[src/rtl/pc_sequencer.sv]
// Run-control FSM for the fetch-stage program counter: launch, load stalls, halt, abort,
// plus a saturating execution-cycle counter reported to the test harness.
module pc_sequencer #(
  parameter logic [15:0] PROG0_START = 16'd0,
  parameter logic [15:0] PROG1_START = 16'd0,
  parameter logic [15:0] PROG2_START = 16'd0,
  parameter logic [15:0] PROG3_START = 16'd0,
  parameter int          LOAD_LAT    = 3
) (
  input  logic        CLK,
  input  logic        RST_N,
  input  logic        Start,
  input  logic [1:0]  Prog_sel,
  input  logic        Abort,
  input  logic        Dec_halt,
  input  logic        Dec_load,
  input  logic        Dec_jump,
  input  logic        Dec_bz,
  input  logic        Dec_bnz,
  input  logic [15:0] Dec_target,
  output logic        Init,
  output logic        Halt,
  output logic        Branch_abs,
  output logic        Branch_rel_z,
  output logic        Branch_rel_nz,
  output logic [15:0] Target,
  output logic        Busy,
  output logic        Done,
  output logic [15:0] Cycle_count
);

  typedef enum logic [2:0] {
    S_IDLE, S_INIT, S_LAUNCH, S_RUN, S_WAIT, S_DONE
  } state_t;

  localparam logic [3:0] LOAD_RELOAD = 4'(LOAD_LAT - 2);

  state_t      state, state_nxt;
  logic [1:0]  sel_q, sel_nxt;
  logic [3:0]  cnt, cnt_nxt;
  logic [15:0] cyc_nxt;

  function automatic logic [15:0] sat_inc(input logic [15:0] v);
    return (v == 16'hFFFF) ? v : v + 16'd1;
  endfunction

  function automatic logic [15:0] start_addr(input logic [1:0] s);
    case (s)
      2'd0:    return PROG0_START;
      2'd1:    return PROG1_START;
      2'd2:    return PROG2_START;
      default: return PROG3_START;
    endcase
  endfunction

  always_ff @(posedge CLK or negedge RST_N) begin
    if (!RST_N) begin
      state       <= S_IDLE;
      cnt         <= '0;
      Cycle_count <= '0;
    end else begin
      state       <= state_nxt;
      cnt         <= cnt_nxt;
      Cycle_count <= cyc_nxt;
    end
  end

  // Program select is only consumed in LAUNCH, after Start has loaded it.
  always_ff @(posedge CLK) begin
    sel_q <= sel_nxt;
  end

  always_comb begin
    state_nxt     = state;
    sel_nxt       = sel_q;
    cnt_nxt       = cnt;
    cyc_nxt       = Cycle_count;
    Init          = 1'b0;
    Halt          = 1'b1;
    Branch_abs    = 1'b0;
    Branch_rel_z  = 1'b0;
    Branch_rel_nz = 1'b0;
    Target        = '0;
    if (Abort) begin
      state_nxt = S_IDLE;
      cnt_nxt   = '0;
    end else begin
      case (state)
        S_IDLE, S_DONE: begin
          if (Start) begin
            sel_nxt   = Prog_sel;
            state_nxt = S_INIT;
          end
        end
        S_INIT: begin
          Init      = 1'b1;
          Halt      = 1'b0;
          cyc_nxt   = '0;
          state_nxt = S_LAUNCH;
        end
        S_LAUNCH: begin
          Halt       = 1'b0;
          Branch_abs = 1'b1;
          Target     = start_addr(sel_q);
          state_nxt  = S_RUN;
        end
        S_RUN: begin
          cyc_nxt = sat_inc(Cycle_count);
          if (Dec_halt) begin
            state_nxt = S_DONE;
          end else if (Dec_load) begin
            cnt_nxt   = LOAD_RELOAD;
            state_nxt = S_WAIT;
          end else begin
            // One branch at a time: jump > bz > bnz.
            Halt          = 1'b0;
            Branch_abs    = Dec_jump;
            Branch_rel_z  = Dec_bz & ~Dec_jump;
            Branch_rel_nz = Dec_bnz & ~Dec_jump & ~Dec_bz;
            Target        = Dec_target;
          end
        end
        S_WAIT: begin
          cyc_nxt = sat_inc(Cycle_count);
          if (cnt != 4'd0) begin
            cnt_nxt = cnt - 4'd1;
          end else begin
            Halt      = 1'b0;
            state_nxt = S_RUN;
          end
        end
        default: state_nxt = S_IDLE;
      endcase
    end
  end

  assign Busy = (state == S_INIT) || (state == S_LAUNCH) ||
                (state == S_RUN)  || (state == S_WAIT);
  assign Done = (state == S_DONE);

endmodule

[config.mk]
export PLATFORM = sky130hd
export DESIGN_NAME = pc_sequencer
export DESIGN_NICKNAME = d
export VERILOG_FILES = /design/src/rtl/pc_sequencer.sv
export SDC_FILE = /design/constraint.sdc
export NUM_CORES = 1
export LEC_CHECK = 0
export ABC_AREA = 1
export CAP_MARGIN = 30
export CORE_ASPECT_RATIO = 1.75
export CORE_MARGIN = 2
export CORE_UTILIZATION = 48
export CTS_CLUSTER_DIAMETER = 120
export DETAILED_ROUTE_END_ITERATION = 16
export PLACE_DENSITY = 0.9
export SKIP_LAST_GASP = 1
export SLEW_MARGIN = 0
export SYNTH_ARGS = -nofsm -noshare
export SYNTH_HDL_FRONTEND = slang
export SYNTH_SLANG_ARGS = --single-unit
[constraint.sdc]
create_clock -name CLK -period 4.6 [get_ports CLK]
set_clock_uncertainty 0.1 [all_clocks]
set_input_delay 0.69 -clock CLK [delete_from_list [all_inputs] [get_ports CLK]]
set_output_delay 0.69 -clock CLK [all_outputs]
set_load 0.02 [all_outputs]
==> results.cfg <==
[clocking]
post_cts_buffers = 0
root_buffer = clkbuf_8
cts_sinks = 23
hold_buffers = 0
cts_max_level = 1
cts_buffer_depth = 2
cts_buffers = 3
path_clk_slew_ps = 80
cts_tree = built
cts_resized = 0
insertion_delay_ps = 270

[synth]
synth_edf_count = 0
netlist_instances = 271
synth.most_common_cell = nand2_1
yosysWarnings = 0
synth_ff_type = dfrtp_1
ys_top_cells_by_area = dfrtp_1 (33%), nand2_1 (17%), inv_1 (7.9%)
synth_seq_area_share = 0.326
ys_seq_elements = 23
syn_area_um2 = 1770
netlist.top_cell.by_area = dfrtp_1
yosysUniqueCellTypes = 23
async_flop_share = 1.00
syn_nets = 301
syn_avg_cell_area_um2 = 6.52
yosys-top-cells-count = nand2_1 (82), inv_1 (37), nor2_1 (37)
yosys.area.top_type_share = 0.326

[sta]
setup_tns_ps = 0
max_freq_mhz = 291
finalHoldViolCount = 0
tightest_slew_ps = 484
min_period_ps = 3440
rsz0062_at_grt = false
maxSlewHeadroom = 0.677
setup_viol = 0
fin_crit_sh = 0.747
slew_violations = 0

[setup_path]
critPathKind = in -> out
r2r_cells = 9
r2r-end = Cycle_count[2]
path_buf_inv = 4
slowest_stage = clkdlybuf4s50_1
path_common_cell = clkdlybuf4s50_1
start_kind = primary input
cp.depth = 8
arrival_ps = 2650
reg2reg_from = Cycle_count[0]
crit_chain = clkdlybuf4s50_1, nor2_2, nand2_1, buf_4, nand3_1, o21ai_1, inv_1, clkdlybuf4s50_1
rrSetupSlack_ps = 2630
max_stage_delay_ps = 590
cp-end-kind = primary output
cp_max_fo = 20
required_ps = 3810
cp_top_family = buffers and inverters

[place]
place.gp.congestion = 0.924
numPortBuffers = 63
dpl.hpwl_mm = 3.55

[grt]
grt_start_max_net_pins = 22
grt_pass1_vias = 1869
globalRouteOverflowTotal = 0
grt_pass1_wl_mm = 7.70
grt_util_all_layers = 0.232
antenna_found_initial = 0

[die]
die_area_um2 = 4200
initial_utilization = 0.492
dieHeight_um = 84.3
rows = 29
core_area_um2 = 3590
die_w_um = 49.9
io_pins = 66

[run]
cap_viol_max_count = 0

[route]
post_drt_via_cell_ratio = 5.08
drtAntennaViolNets = 0
post_drt_wl_per_cell_um = 11.6
drt_iter0_markers = 18
wl_mm = 4.40
drt_first_pass_iters = 4
route.detailed.drc = 0
vias = 1930

[power]
p_per_area_nw_per_um2 = 258
power_mw = 0.640
p_leak_nw = 1.10
irDropWorstVdd_mv = 0.166

[hold_path]
min_to = cnt[0]
hp-start = cnt[0]
hold_class = reg -> reg
whs_path_depth = 2

[layout]
drive_above_1_share = 0.0988
nets = 365
syn2layout_area_growth_pct = 40.4
num_antenna_cells = 0
postLayoutCoreUtil = 0.690

[outcome]
status = completed
==> worst register-to-register path, stage by stage (launching register included) <==
cell      delay, ps
dfrtp_1         460
ha_1            300
nand3_2         140
inv_1           120
nand3_1         110
clkinv_1         60
nand2_1          60
nand2_2         330
nand2_1         140
o21ai_2          80
==> where the power goes <==
part           switching [mW]  total, mW  internal [mW]
registers              0.0258      0.243          0.218
clock network          0.0660      0.128         0.0620
logic                   0.166      0.269          0.103
total                   0.258      0.640          0.383
==> layout by cell type (no fill, tap or decap), types with 5 or more instances in the layout <==
cell / n
nand2_1: 82
clkdlybuf4s50_1: 63
inv_1: 37
nor2_1: 37
dfrtp_1: 23
nand3_1: 19
nor2_2: 14
o21ai_0: 8
xor2_1: 8
nand4_1: 6
o21ai_2: 6
o21ai_1: 5
==> worst max path at each step <==
stage	startpoint	endpoint	slack (ps)
floorplan	Dec_halt	Branch_rel_nz	2300
global placement	Abort	Halt	1200
detailed placement	Abort	Halt	1170
CTS	Abort	Halt	1170
global route	Abort	Halt	1060
finish	Abort	Halt	1160
==> metal layers <==
metal / up-vias / track usage / routed length (µm)
li1: 961 / - / -
met5: - / 0 / 0
met3: 16 / 0.0391 / 261
met1: 875 / 0.227 / 1540
met4: 0 / 0.124 / 172
met2: 78 / 0.444 / 2430
==> flip-flops by register name (all words and copies together) (netlist names) <==
signal / count
Cycle_count: 16
cnt: 4
state: 3
==> per-stage QoR <==
stage | hold WS [ps] | cell area, µm² | std cells | setup WS (ps)
2_1_floorplan | 294 | 1770 | 271 | 2300
3_3_place_gp | 369 | 2410 | 375 | 1200
3_5_place_dp | 374 | 2430 | 376 | 1170
4_1_cts | 395 | 2480 | 380 | 1170
5_1_grt | 446 | 2480 | 380 | 1060
6_report | 394 | 2480 | 380 | 1160
==> area by class of cell <==
type	instances	area (µm²)
fill	284	1110
multi-input combinational	201	982
inverter	41	154
timing repair buffer	65	666
clock buffer	4	45.0
sequential	23	576
tap	46	57.6
==> logic make-up (layout without fill, tap and decap cells) <==
group / count (synthesis) / after routing / share of synthesized area
adder cells (fa/ha/maj): 3 / 3 / 0.0212
AND/OR/NAND/NOR: 166 / 166 / 0.408
AO/OA/AOI/OAI: 23 / 23 / 0.0821
flip-flops: 23 / 23 / 0.326
buffers and inverters: 47 / 110 / 0.118
XOR/XNOR: 9 / 9 / 0.0446
Power figures use the tool's default switching activity.
